--- src/rtl/mem_port_arbiter.sv ---
// mem_port_arbiter
//   Merges two load/store requesters onto one data-memory port and routes
//   read responses back to the requester that issued them.
//   - Requests go through one output register (EMPTY/HOLD); the register can
//     reload in the same cycle it hands off, so there is no bubble.
//   - Contention is resolved round-robin. Define MEM_ARB_FIXED_PRIORITY_EN
//     to make req0 always win instead.
//   - A tag FIFO of TAG_DEPTH entries records the requester index of each
//     read that reached memory. Responses are steered to the FIFO head.
//   - Null requests (no write or read byte enables) are accepted and dropped.
//
// Ports
//   clk, rst                     clock, synchronous active-high reset
//   reqN_* (N=0,1)               requester valid/ready plus request fields
//   mem_*                        registered request toward the memory unit
//   mem_resp_*                   response from the memory unit
//   rspN_* (N=0,1)               response valid/ready plus fields per requester
//   resp_err                     sticky: a response arrived with no read outstanding
//
// State table (request stage)
//   state | meaning
//   EMPTY | no request held, mem_valid=0, the stage may load
//   HOLD  | request held on mem_*, mem_valid=1, waiting for mem_ready
module mem_port_arbiter #(
  parameter int RS_ID_WIDTH = 7,
  parameter int TAG_DEPTH   = 4
) (
  input  logic                   clk,
  input  logic                   rst,

  input  logic                   req0_valid,
  output logic                   req0_ready,
  input  logic [RS_ID_WIDTH-1:0] req0_rs_id,
  input  logic [4:0]             req0_result_reg_addr,
  input  logic [31:0]            req0_address,
  input  logic [3:0]             req0_write_en,
  input  logic [31:0]            req0_write_data,
  input  logic [3:0]             req0_read_en,

  input  logic                   req1_valid,
  output logic                   req1_ready,
  input  logic [RS_ID_WIDTH-1:0] req1_rs_id,
  input  logic [4:0]             req1_result_reg_addr,
  input  logic [31:0]            req1_address,
  input  logic [3:0]             req1_write_en,
  input  logic [31:0]            req1_write_data,
  input  logic [3:0]             req1_read_en,

  output logic                   mem_valid,
  input  logic                   mem_ready,
  output logic [RS_ID_WIDTH-1:0] mem_rs_id,
  output logic [4:0]             mem_result_reg_addr,
  output logic [31:0]            mem_address,
  output logic [3:0]             mem_write_en,
  output logic [31:0]            mem_write_data,
  output logic [3:0]             mem_read_en,

  input  logic                   mem_resp_valid,
  output logic                   mem_resp_ready,
  input  logic [RS_ID_WIDTH-1:0] mem_resp_rs_id,
  input  logic [4:0]             mem_resp_result_reg_addr,
  input  logic [31:0]            mem_resp_data,

  output logic                   rsp0_valid,
  input  logic                   rsp0_ready,
  output logic [RS_ID_WIDTH-1:0] rsp0_rs_id,
  output logic [4:0]             rsp0_result_reg_addr,
  output logic [31:0]            rsp0_data,

  output logic                   rsp1_valid,
  input  logic                   rsp1_ready,
  output logic [RS_ID_WIDTH-1:0] rsp1_rs_id,
  output logic [4:0]             rsp1_result_reg_addr,
  output logic [31:0]            rsp1_data,

  output logic                   resp_err
);

  localparam int PW = $clog2(TAG_DEPTH);
  localparam int CW = PW + 1;

  typedef enum logic {EMPTY = 1'b0, HOLD = 1'b1} state_t;

  state_t state_q, state_d;

  logic          wr0, rd0, nul0, wr1, rd1, nul1;
  logic          elig0, elig1, grant0, grant1;
  logic          can_load, load;
  logic          held_rd, held_src;
  logic [CW-1:0] tag_count, tag_occ;
  logic          tag_ok;
  logic [PW-1:0] wr_ptr, rd_ptr;
  logic          tag_mem [TAG_DEPTH];
  logic          tag_head, fifo_empty, push, pop;

  // Request classes; a write mask takes priority over a read mask.
  assign wr0  = |req0_write_en;
  assign rd0  = ~wr0 & (|req0_read_en);
  assign nul0 = ~wr0 & ~(|req0_read_en);
  assign wr1  = |req1_write_en;
  assign rd1  = ~wr1 & (|req1_read_en);
  assign nul1 = ~wr1 & ~(|req1_read_en);

  // A read sitting in the stage has not been pushed yet but will consume a
  // tag, so it counts as outstanding. Same-cycle pops do not free a slot.
  assign tag_occ = tag_count + CW'(mem_valid & held_rd);
  assign tag_ok  = tag_occ < CW'(TAG_DEPTH);

  assign elig0 = req0_valid & (~rd0 | tag_ok);
  assign elig1 = req1_valid & (~rd1 | tag_ok);

`ifdef MEM_ARB_FIXED_PRIORITY_EN
  assign grant0 = elig0;
  assign grant1 = elig1 & ~elig0;
`else
  logic rr_fav1;  // 1: req1 wins the next contention

  assign grant0 = elig0 & (~elig1 | ~rr_fav1);
  assign grant1 = elig1 & ~grant0;

  always_ff @(posedge clk) begin
    if (rst)       rr_fav1 <= 1'b0;
    else if (load) rr_fav1 <= grant0;
  end
`endif

  assign mem_valid = (state_q == HOLD);
  assign can_load  = (state_q == EMPTY) | mem_ready;
  assign load      = can_load & ((grant0 & ~nul0) | (grant1 & ~nul1));

  assign req0_ready = can_load & grant0;
  assign req1_ready = can_load & grant1;

  always_ff @(posedge clk) begin
    if (rst) state_q <= EMPTY;
    else     state_q <= state_d;
  end

  always_comb begin
    state_d = state_q;
    case (state_q)
      EMPTY:   if (load) state_d = HOLD;
      HOLD:    if (mem_ready & ~load) state_d = EMPTY;
      default: state_d = EMPTY;
    endcase
  end

  always_ff @(posedge clk) begin
    if (rst) begin
      mem_rs_id           <= '0;
      mem_result_reg_addr <= '0;
      mem_address         <= '0;
      mem_write_en        <= '0;
      mem_write_data      <= '0;
      mem_read_en         <= '0;
      held_rd             <= 1'b0;
      held_src            <= 1'b0;
    end else if (load) begin
      if (grant1) begin
        mem_rs_id           <= req1_rs_id;
        mem_result_reg_addr <= req1_result_reg_addr;
        mem_address         <= req1_address;
        mem_write_en        <= req1_write_en;
        mem_write_data      <= req1_write_data;
        mem_read_en         <= req1_read_en;
        held_rd             <= rd1;
      end else begin
        mem_rs_id           <= req0_rs_id;
        mem_result_reg_addr <= req0_result_reg_addr;
        mem_address         <= req0_address;
        mem_write_en        <= req0_write_en;
        mem_write_data      <= req0_write_data;
        mem_read_en         <= req0_read_en;
        held_rd             <= rd0;
      end
      held_src <= grant1;
    end
  end

  assign fifo_empty = (tag_count == '0);
  assign tag_head   = tag_mem[rd_ptr];
  assign push       = mem_valid & mem_ready & held_rd;
  assign pop        = mem_resp_valid & mem_resp_ready & ~fifo_empty;

  always_ff @(posedge clk) begin
    if (push) tag_mem[wr_ptr] <= held_src;
  end

  always_ff @(posedge clk) begin
    if (rst) begin
      wr_ptr    <= '0;
      rd_ptr    <= '0;
      tag_count <= '0;
    end else begin
      if (push) wr_ptr <= wr_ptr + PW'(1);
      if (pop)  rd_ptr <= rd_ptr + PW'(1);
      case ({push, pop})
        2'b10:   tag_count <= tag_count + CW'(1);
        2'b01:   tag_count <= tag_count - CW'(1);
        default: tag_count <= tag_count;
      endcase
    end
  end

  always_ff @(posedge clk) begin
    if (rst)                              resp_err <= 1'b0;
    else if (mem_resp_valid & fifo_empty) resp_err <= 1'b1;
  end

  // With no read outstanding the response is swallowed (ready=1).
  always_comb begin
    rsp0_valid     = 1'b0;
    rsp1_valid     = 1'b0;
    mem_resp_ready = 1'b1;
    if (!fifo_empty) begin
      if (tag_head) begin
        rsp1_valid     = mem_resp_valid;
        mem_resp_ready = rsp1_ready;
      end else begin
        rsp0_valid     = mem_resp_valid;
        mem_resp_ready = rsp0_ready;
      end
    end
  end

  assign rsp0_rs_id           = mem_resp_rs_id;
  assign rsp0_result_reg_addr = mem_resp_result_reg_addr;
  assign rsp0_data            = mem_resp_data;
  assign rsp1_rs_id           = mem_resp_rs_id;
  assign rsp1_result_reg_addr = mem_resp_result_reg_addr;
  assign rsp1_data            = mem_resp_data;

endmodule

--- config.mk ---
export PLATFORM = sky130hd
export DESIGN_NAME = mem_port_arbiter
export DESIGN_NICKNAME = d
export VERILOG_FILES = /design/src/rtl/mem_port_arbiter.sv
export SDC_FILE = /design/constraint.sdc
export NUM_CORES = 1
export LEC_CHECK = 0
export BUFFER_PORTS_ARGS = -buffer_cell sky130_fd_sc_hd__buf_2
export CORE_AREA = 2 2 155 157
export CTS_CLUSTER_DIAMETER = 60
export DETAILED_ROUTE_END_ITERATION = 12
export DIE_AREA = 0 0 157 159
export PLACE_DENSITY = 0.58
export SLEW_MARGIN = 20
export SYNTH_ARGS = -nofsm -noshare
export SYNTH_HDL_FRONTEND = slang
export SYNTH_SLANG_ARGS = --single-unit
--- constraint.sdc ---
create_clock -name clk -period 3 [get_ports clk]
set_input_delay 0.45 -clock clk [delete_from_list [all_inputs] [get_ports clk]]
set_output_delay 0.45 -clock clk [all_outputs]
set_load 0.005 [all_outputs]
Word-level counts from Yosys, hierarchy flattened. Memory sizes are Yosys's and may differ from the RTL's. A register that Yosys moved wholly into a read port is not among the register bits. Cells that the tools add are included.

Bits in registers: 96. Bits in writable memories: 4. Output and inout bits: 179. Word-level logic and storage cells: 89. Memories: 1.

Memories: tag_mem (depth 4, bits a word 1, rd ports 1, clocked after memory_dff 1, write ports 1, RTL line 93) `logic tag_mem [TAG_DEPTH];`.

Add/subtract/negate cells: 5. $lt $le $gt $ge: 1. Equality and inequality tests: 2. Multiplexer cells: 21. Bitwise operators: 39. Reductions and logical operators: 6.

Operators with widths (number): $mux 32 (2); $and 1x1->1 (20); $reduce_or 4->1 (4); $not 1->1 (14); $mux 1 (11); $mux 4 (2); $mux 7 (1); $pmux 3 s2 (1); $mux 5 (1); $or 1x1->1 (5); $add 2x1->2 const B (2); $mux 2 (2); $add 3x1->3 (1); $add 3x1->3 const B (1); $logic_not 3->1 (1); $lt 3x3->1 const B (1); $sub 3x1->3 const B (1); $eq 2x1->1 const B (1); $eq 2x2->1 const B (1); $pmux 1 s2 (1); $reduce_bool 2->1 (1).

Logic depth before layout (Yosys ltp). Gate-level depths: netlist of the first run.

Word-level depth: 18. Depth in mapped cells: 9.

Worst setup path after synthesis of the first run. No wires, ideal clock.

Kind: flip-flop to flip-flop. From: register (tool-made name). To: register tag_count[2]. Library setup time: 70 ps. Arrival time: 2355 ps. Data required time: 2930 ps. Setup slack: 575 ps. Cell stages (with the launch flop): 10. Buffers on the path: 0. Clock period less this slack: 2425 ps. Cell sequence: dfxtp_1 > mux4_2 > mux2i_1 > nor2_1 > ha_1 > inv_1 > fa_1 > xor2_1 > or3_1 > a21oi_1.

RTL lines: end signal: assignment (RTL line 198) `2'b10: tag_count <= tag_count + CW'(1);`; end signal: assignment (RTL line 199) `2'b01: tag_count <= tag_count - CW'(1);`; end signal: assignment (RTL line 200) `default: tag_count <= tag_count;`; end: declaration (RTL line 90) `logic [CW-1:0] tag_count, tag_occ;`.

==> impl_metrics.yaml, run 1 <==
outcome:
  outcome: "finished clean"
setup_path:
  critPathCaptureType: "flop"
  cp-startpoint: "tag_mem[1]"
  crit_required_ps: 3270
  timing.rr.start: "tag_mem[1]"
  cp.depth: 9
  crit_chain: "mux4_2 -> mux2i_1 -> nor2_1 -> ha_1 -> inv_1 -> fa_1 -> xor2_1 -> or3_1 -> a21oi_1"
  critical_path_buf_inv_count: 1
  path_delay_family: "multiplexers"
  worstSetupStartpointType: "flop"
  crit_end: "tag_count[2]"
  reg2reg_setup_slack_ps: 380
  crit_arrival_ps: 2890
  r2r_end: "tag_count[2]"
  crit_fanout: 3
  path_class: "reg -> reg"
  rr_worst_depth: 9
  slowest_delay_ps: 500
  crit_path_top_delay_cell: "mux4_2"
routing:
  dr.pass1.iters: 4
  wl_per_cell_um: 16.23
  wl_met3_um: 1355
  ant_nets: 0
  met1_length_um: 7560
  dr.max_layer_used: "met4"
  vias_per_cell: 4.658
  drc: 0
  routed-via-count: 5301
  routed_wl_um: 18470
  drt_iter0_markers: 314
  wl_met2_um: 9291
layout:
  layout_common_cells: "buf_2, nand2_1, dfxtp_1, a21oi_1"
  antenna_cells: 0
  drive_above_1_share: 0.4200
  area_growth_pct: 22.10
  nets: 1040
  fillers: 2511
  seq_area_um2: 2082
  final_common_cell: "buf_2"
  multi_input_area_um2: 2629
cts:
  post_cts.repair.setup_buffers: 0
  clk_pin_slew_ps: 80
  cts-root-buf: "clkbuf_16"
  insertion_delay_ps: 350
  cts_made_buffers: 9
  cts_resized: 0
  cts_sinks: 102
  ctsLongestPathBuffers: 2
  htree_levels: 3
  postCtsHoldBufs: 0
  cts_tree: "done"
timing:
  whs_ps: 355.9
  fin_skew_ps: 9.351
  min_period_ps: 2620
  setup_tns_ps: 0
  slew_viol_final: 0
  rsz0062_at_grt: "false"
  fmax_mhz: 381.7
  hold_viol: 0
  setup_viol: 0
  tightest_slew_ps: 595.8
  period_share: 0.8734
  relSlewSlack: 0.6028
yosys:
  ys_seq_area_frac: 0.3674
  synthFlopType: "dfxtp_1"
  ys_warn_count: 0
  syn_area_per_cell_um2: 8.445
  ys_types: 40
  synthArstFlopShare: 0
  syn_nets: 897
  synthCells: 671
  ys_seq_elements: 102
  synth-edff-count: 4
  syn_area_um2: 5667
die:
  die_area_um2: 24960
  dieWidth_um: 157
  pin_count: 399
  coreArea_um2: 23190
  chipHeight_um: 159
  placementRows: 56
  start_util: 0.2443
global_route:
  grt_pass1_wl_um: 28040
  grt-ovfl-total: 0
  antenna_found_initial: 0
  grt_max_degree: 85
  grtUsageTotal: 0.1418
  grt_pass1_vias: 5088
run:
  drv_cap: 0
place:
  dp_hpwl_um: 12900
  gp_congestion: 0.7718
  port_buffers: 266
power_and_ir_drop:
  power_density_nw_per_um2: 508.8
  p_leak_nw: 3.046
  ir_drop_v: 0.0001872
worst_hold_path:
  min-delay-path-class: "in -> reg"
worst min path at each step:
stage | slack (ps) | endpoint | start | cells after the start
6_report | 360 | mem_address[15] | req0_address[15] | 3
2_1_floorplan | 460 | resp_err | resp_err | 2
5_1_grt | 340 | mem_address[6] | req0_address[6] | 3
3_5_place_dp | 470 | resp_err | resp_err | 2
4_1_cts | 340 | mem_address[15] | req0_address[15] | 3
3_3_place_gp | 460 | resp_err | resp_err | 2
tightest hold or removal path, delay by kind of cell:
kind                   cells  cell delay [ps]
and+or+nand+nor            1               50
buffers and inverters      1               90
AOI/OAI and AO/OA          1               70
power breakdown:
group          total, mW  switching (mW)  internal [mW]
combinational      0.839           0.460          0.379
clock               1.12           0.550          0.567
sequential          1.56          0.0684           1.50
stage by stage:
stage | power [mW] | instance area (um^2) | util | setup WS [ps] | cells
after CTS | 3.581 | 6919 | 0.2983 | 375.8 | 1138
after detailed placement | 2.442 | 6651 | 0.2868 | 381.7 | 1122
after floorplan | 2.161 | 5667 | - | 574.8 | 671
after global placement | 2.435 | 6651 | 0.2868 | 437.1 | 1122
final | 3.520 | 6919 | 0.2983 | 379.9 | 1138
after global routing | 3.736 | 6919 | 0.2983 | 192.4 | 1138
area by class of cell:
type	instances	share of cell area
inverter	6	0.003255
sequential	102	0.3009
multi-input combinational	416	0.3799
tap	319	0.05769
timing repair buffer	279	0.2195
clock inverter	5	0.005063
clock buffer	11	0.03363
metal layers:
layer	up-vias	global-route usage
li1	2561	-
met1	2461	0.1676
met2	260	0.2492
met3	19	0.03783
met4	0	0.04254
met5	-	0
Yosys cell counts, types with 2 or more instances:
cell type  count  area share
dfxtp_1       98        0.35
nor3_1         2      0.0018
edfxtp_1       4       0.021
a311oi_1      40       0.062
nor2_1        18       0.012
ha_1           5       0.011
a311oi_2      40        0.11
nand3_1        2      0.0018
buf_4         90        0.12
xor2_1         4      0.0062
nor4_2         2      0.0044
a22oi_1        5      0.0066
a211oi_1       5      0.0066
buf_2         20       0.018
inv_1          6      0.0040
and3_1         2      0.0022
buf_1          5      0.0033
nand2b_1       3      0.0033
buf_6          5      0.0099
or3_1          2      0.0022
and2_1         6      0.0066
clkbuf_1      27       0.018
o21ai_0        2      0.0018
nand2_1      168        0.11
xnor2_1        3      0.0046
a21oi_1       93       0.082
logic make-up after synthesis:
logic type | Yosys count | synth area share
muxes | 2 | 0.005741
DFF | 102 | 0.3674
adders and majority gates | 6 | 0.01457
buffers and inverters | 153 | 0.1720
and+or+nand+nor | 210 | 0.1521
xor gates and xnor gates | 7 | 0.01082
AOI/OAI and AO/OA | 191 | 0.2773
sequential cells by signal, indices dropped and copies added (netlist names), named ones only:
name / count
mem_address: 32
mem_write_data: 32
mem_rs_id: 7
mem_result_reg_addr: 5
mem_read_en: 4
mem_write_en: 4
tag_mem: 4
tag_count: 3
rd_ptr: 2
wr_ptr: 2
held_rd: 1
held_src: 1
mem_valid: 1
resp_err: 1
rr_fav1: 1
Power figures use the tool's default switching activity.
==> run 2: changes to the inputs <==
--- a/config.mk
+++ b/config.mk
@@ -6,11 +6,12 @@
 export NUM_CORES = 1
 export LEC_CHECK = 0
 export BUFFER_PORTS_ARGS = -buffer_cell sky130_fd_sc_hd__buf_2
-export CORE_AREA = 2 2 155 157
+export CORE_AREA = 2 2 154 156
 export CTS_CLUSTER_DIAMETER = 60
 export DETAILED_ROUTE_END_ITERATION = 12
-export DIE_AREA = 0 0 157 159
-export PLACE_DENSITY = 0.58
+export DIE_AREA = 0 0 156 158
+export GPL_TIMING_DRIVEN = 0
+export PLACE_DENSITY = 0.61
 export SLEW_MARGIN = 20
 export SYNTH_ARGS = -nofsm -noshare
 export SYNTH_HDL_FRONTEND = slang
==> constraint.sdc (replaced) <==
create_clock -name clk -period 2.15 [get_ports clk]
set_input_delay 0.3225 -clock clk [delete_from_list [all_inputs] [get_ports clk]]
set_output_delay 0.3225 -clock clk [all_outputs]
set_load 0.005 [all_outputs]
==> run 2 against run 1 <==
The run now ends with setup timing left. Die area down 1.3%. Clock-buffer cell count down 1. Final area up 20%. Sequential power up 40%. First-iteration DRC count up 14%. Fmax up 6.4%. Cell count up 17%. Non-clock buffer count up 226. Via count up 16%. Wire length up 19%. Critical endpoint unchanged.
==> impl_metrics.yaml, run 2 (synthesized netlist as in run 1, its figures left out) <==
outcome:
  outcome: "finished, violations left"
  failed_checks: "setup timing"
power_and_ir_drop:
  pwr-share-clk: 0.306
  intPower_mw: 3.632
  finalPower_mw: 5.314
  power_density_nw_per_um2: 638.8
  power_switching_share: 0.3165
  p_leak_nw: 3.980
  pwr-share-seq: 0.411
  combPwrFrac: 0.282
  switchingPower_mw: 1.682
  ir_drop_v: 0.0002653
setup_path:
  crit_fanout: 2
  reg2reg_setup_slack_ps: -310
  crit_required_ps: 2440
  critPathCaptureType: "flop"
  worstSetupStartpointType: "flop"
  crit_arrival_ps: 2750
  path_class: "reg -> reg"
place:
  dpl_cell_area_um2: 7802
  gp_congestion: 0.8171
  dp_slack_ps: -552.5
  dp_hpwl_um: 17250
  port_buffers: 353
  dpl.cell_count: 1314
routing:
  vias_per_cell: 4.615
  dr.pass1.iters: 4
  routed-via-count: 6166
  drc: 0
  routed_wl_um: 22000
  drt_iter0_markers: 359
  ant_nets: 0
  wl_per_cell_um: 16.47
die:
  dieWidth_um: 156
  pin_count: 399
  coreArea_um2: 23050
  placementRows: 56
  die_area_um2: 24650
  start_util: 0.2458
  chipHeight_um: 158
cts:
  cts_tree: "done"
  htree_levels: 3
  insertion_delay_ps: 350
  cts_made_buffers: 9
  ctsLongestPathBuffers: 2
  cts_sinks: 102
  cts-root-buf: "clkbuf_16"
  clk_pin_slew_ps: 80
global_route:
  antenna_found_initial: 0
  grt-ovfl-total: 0
  grt_pass1_wl_um: 31650
  grt_max_degree: 19
  grt_pass1_vias: 5687
  grtUsageTotal: 0.1673
layout:
  reg_top3: "mem_address x32, mem_write_data x32, mem_rs_id x7"
  utilization: 0.3609
  nets: 1266
  instances_no_fill: 1336
  drive_above_1_share: 0.5483
  layout_common_cells: "buf_2, nand2_1, buf_4, dfxtp_1, a21oi_1"
  final_common_cell: "buf_2"
  final_cell_area_um2: 8319
  fillers: 2464
  area_growth_pct: 46.81
timing:
  setup_viol: 72
  slew_viol_final: 0
  setup_tns_ps: -5608
  fin_skew_ps: 9.056
  relSlewSlack: 0.4718
  hold_viol: 0
  fmax_mhz: 406.1
  rsz0062_at_grt: "true"
  min_period_ps: 2463
  whs_ps: 226.3
  tightest_slew_ps: 792.3
  period_share: 1.145
  layout_setup_ws_ps: -312.7
worst_hold_path:
  min-delay-path-class: "in -> reg"
run:
  drv_cap: 0
==> run 2: power by group through the flow <==
stage	clock network [mW]	logic [mW]	registers (mW)
after floorplan	0	0.777	2.24
after global placement	0	1.43	2.22
after detailed placement	0	1.44	2.23
after CTS	1.67	1.49	2.19
after global routing	1.75	1.65	2.21
final	1.63	1.50	2.19
==> run 2: critical path, cell delays in order (launching register included) <==
cell,delay [ps]
edfxtp_1,370
mux4_2,510
mux2i_1,170
nor2_2,150
ha_2,210
inv_2,40
fa_2,350
xor2_1,160
or3_1,310
a21oi_1,120
==> run 2: metal layers <==
layer,GRT usage,share of wire,vias to the layer above
li1,-,-,3012
met1,0.2003,0.40,2910
met2,0.3043,0.53,227
met3,0.03832,0.062,17
met4,0.03844,0.010,0
met5,0,0,-
==> run 2: layout make-up <==
cell class | instances | area [um^2] | share of cell area
Antenna cell | 1 | 2.502 | 0.0003008
Buffer | 146 | 1027 | 0.1235
Clock buffer | 10 | 229.0 | 0.02752
Clock inverter | 6 | 51.30 | 0.006166
Inverter | 6 | 22.52 | 0.002707
Multi-Input combinational cell | 416 | 2724 | 0.3274
Sequential cell | 102 | 2088 | 0.2510
Tap cell | 290 | 362.8 | 0.04362
Timing Repair Buffer | 359 | 1812 | 0.2178
==> run 2: worst paths after layout <==
path	startpoint	endpoint	depth (start not counted)
setup / recovery	tag_mem[2]	tag_count[2]	9
hold / removal	req0_address[8]	mem_address[8]	3
setup reg to reg	tag_mem[2]	tag_count[2]	9
hold reg to reg	mem_address[9]	mem_address[9]	2
==> run 2: repair_timing <==
action                                 4_1_cts  5_1_grt
buffers inserted                             6        0
setup endpoints to repair                   92       90
pin swaps                                    6        2
endpoints found under the hold margin        0        0
hold buffers                                 0        0
gates resized for setup                     38       16
==> run 3: changes to the inputs <==
--- a/config.mk
+++ b/config.mk
@@ -11,7 +11,7 @@
 export DETAILED_ROUTE_END_ITERATION = 12
 export DIE_AREA = 0 0 156 158
 export GPL_TIMING_DRIVEN = 0
-export PLACE_DENSITY = 0.61
+export PLACE_DENSITY = 0.53
 export SLEW_MARGIN = 20
 export SYNTH_ARGS = -nofsm -noshare
 export SYNTH_HDL_FRONTEND = slang
==> run 3 against run 2 <==
Worst hold slack worse by 2.8 ps. The run still ends with setup timing left. Largest cell class unchanged. Worst setup slack gained 7.1 ps. Combinational power increased by 16%. Critical endpoint unchanged.
==> impl_metrics.yaml, run 3 (synthesized netlist as in run 1, its figures left out) <==
power_and_ir_drop:
  power_density_nw_per_um2: 626.2
  pwr-share-seq: 0.389
  p_leak_nw: 4.252
  intPower_mw: 3.940
  power_switching_share: 0.3004
  finalPower_mw: 5.632
  switchingPower_mw: 1.692
  ir_drop_v: 0.0003869
  pwr-share-clk: 0.303
  combPwrFrac: 0.308
routing:
  dr.pass1.iters: 4
  wl_per_cell_um: 16.83
  vias_per_cell: 4.544
  drt_iter0_markers: 230
  routed-via-count: 6175
  ant_nets: 0
  drc: 0
  routed_wl_um: 22880
timing:
  period_share: 1.142
  fin_skew_ps: 10.53
  rsz0062_at_grt: "true"
  hold_viol: 0
  setup_viol: 68
  layout_setup_ws_ps: -305.6
  tightest_slew_ps: 908.7
  relSlewSlack: 0.3942
  min_period_ps: 2456
  slew_viol_final: 0
  setup_tns_ps: -7380
  fmax_mhz: 407.2
cts:
  cts_tree: "done"
  clk_pin_slew_ps: 70
  ctsLongestPathBuffers: 2
  cts-root-buf: "clkbuf_16"
  cts_sinks: 102
  htree_levels: 3
  insertion_delay_ps: 350
  cts_made_buffers: 9
die:
  placementRows: 56
  coreArea_um2: 23050
  die_area_um2: 24650
  pin_count: 399
  chipHeight_um: 158
  start_util: 0.2458
  dieWidth_um: 156
outcome:
  outcome: "finished, violations left"
  failed_checks: "setup timing"
global_route:
  grt_pass1_vias: 5857
  grtUsageTotal: 0.1726
  grt_pass1_wl_um: 32870
  antenna_found_initial: 1
  grt_max_degree: 18
  grt-ovfl-total: 0
layout:
  final_cell_area_um2: 8995
  nets: 1289
  final_common_cell: "buf_2"
  reg_top3: "mem_address x32, mem_write_data x32, mem_rs_id x7"
  drive_above_1_share: 0.5787
  area_growth_pct: 58.73
  layout_common_cells: "buf_2, nand2_1, buf_4, dfxtp_1, a21oi_1"
setup_path:
  crit_required_ps: 2430
  critPathCaptureType: "flop"
  crit_arrival_ps: 2740
  worstSetupStartpointType: "flop"
  path_class: "reg -> reg"
  crit_fanout: 3
place:
  dpl_cell_area_um2: 7802
  dp_hpwl_um: 17400
  port_buffers: 353
  gp_congestion: 0.7987
  dp_slack_ps: -696.4
run:
  drv_cap: 0
worst_hold_path:
  min-delay-path-class: "in -> reg"
[run 3: cell count changes in the layout (fill, tap and decap cells not counted), moves of 3 or more]
cell / before / now
a311oi_1: 28 / 15
a311oi_2: 52 / 65
buf_12: 1 / 12
buf_2: 365 / 353
buf_4: 103 / 111
buf_6: 3 / 13
buf_8: 3 / 12
clkbuf_16: 9 / 12
clkbuf_2: 5 / 1
[run 3: stage by stage]
stage	std cells	hold WS (ps)	utilization
5_1_grt	1359	222.8	0.3902
3_3_place_gp	1314	447.9	0.3385
2_1_floorplan	671	460.4	-
6_report	1359	223.5	0.3902
4_1_cts	1341	202.7	0.3679
3_5_place_dp	1314	451.9	0.3385
[run 3: power by group through the flow]
stage | clock (mW) | combinational (mW) | sequential (mW)
6_report | 1.71 | 1.74 | 2.19
5_1_grt | 1.83 | 1.90 | 2.21
4_1_cts | 1.77 | 1.57 | 2.19
3_5_place_dp | 0 | 1.45 | 2.23
3_3_place_gp | 0 | 1.45 | 2.23
2_1_floorplan | 0 | 0.777 | 2.24
[run 3: final timing paths]
check                           slack (ps)  depth (start not counted)      startpoint           end
worst max-delay path                  -310                          9      tag_mem[2]  tag_count[2]
worst min register to register         470                          2        resp_err      resp_err
worst min-delay path                   220                          3  mem_resp_valid      resp_err
worst max register to register        -310                          9      tag_mem[2]  tag_count[2]
[run 3: area by class of cell]
type                       count  area [um^2]
fill                        2477        14060
clock buffer                  11        242.7
buffer                       145         1254
sequential                   102         2090
inverter                       6        22.52
antenna                        1        2.502
clock inverter                 5        58.81
tap                          290        362.8
timing repair buffer         383         2122
multi-input combinational    416         2840
[run 3: per-layer routing]
layer | GRT usage | vias up | routed length (um) | part of all wire
met4 | 0.03757 | 0 | 238 | 0.010
met1 | 0.2205 | 2859 | 9690 | 0.42
met5 | 0 | - | 0 | 0
met3 | 0.04572 | 14 | 1560 | 0.068
li1 | - | 3063 | - | -
met2 | 0.2927 | 239 | 11390 | 0.50
[run 3: repair_timing]
action	CTS	global route
setup buffers	12	14
gates resized for setup	72	91
cloned	1	3
hold buffers	0	0
setup endpoints to repair	91	90
pin swaps	10	24
[run 3: worst max-delay path, cell delays in order, from the launching register on]
cell      delay (ps)
edfxtp_1         370
mux4_2           520
mux2i_2          190
nor2_2           160
ha_2             200
inv_2             40
fa_2             330
xor2_1           150
or3_1            300
a21oi_1          120
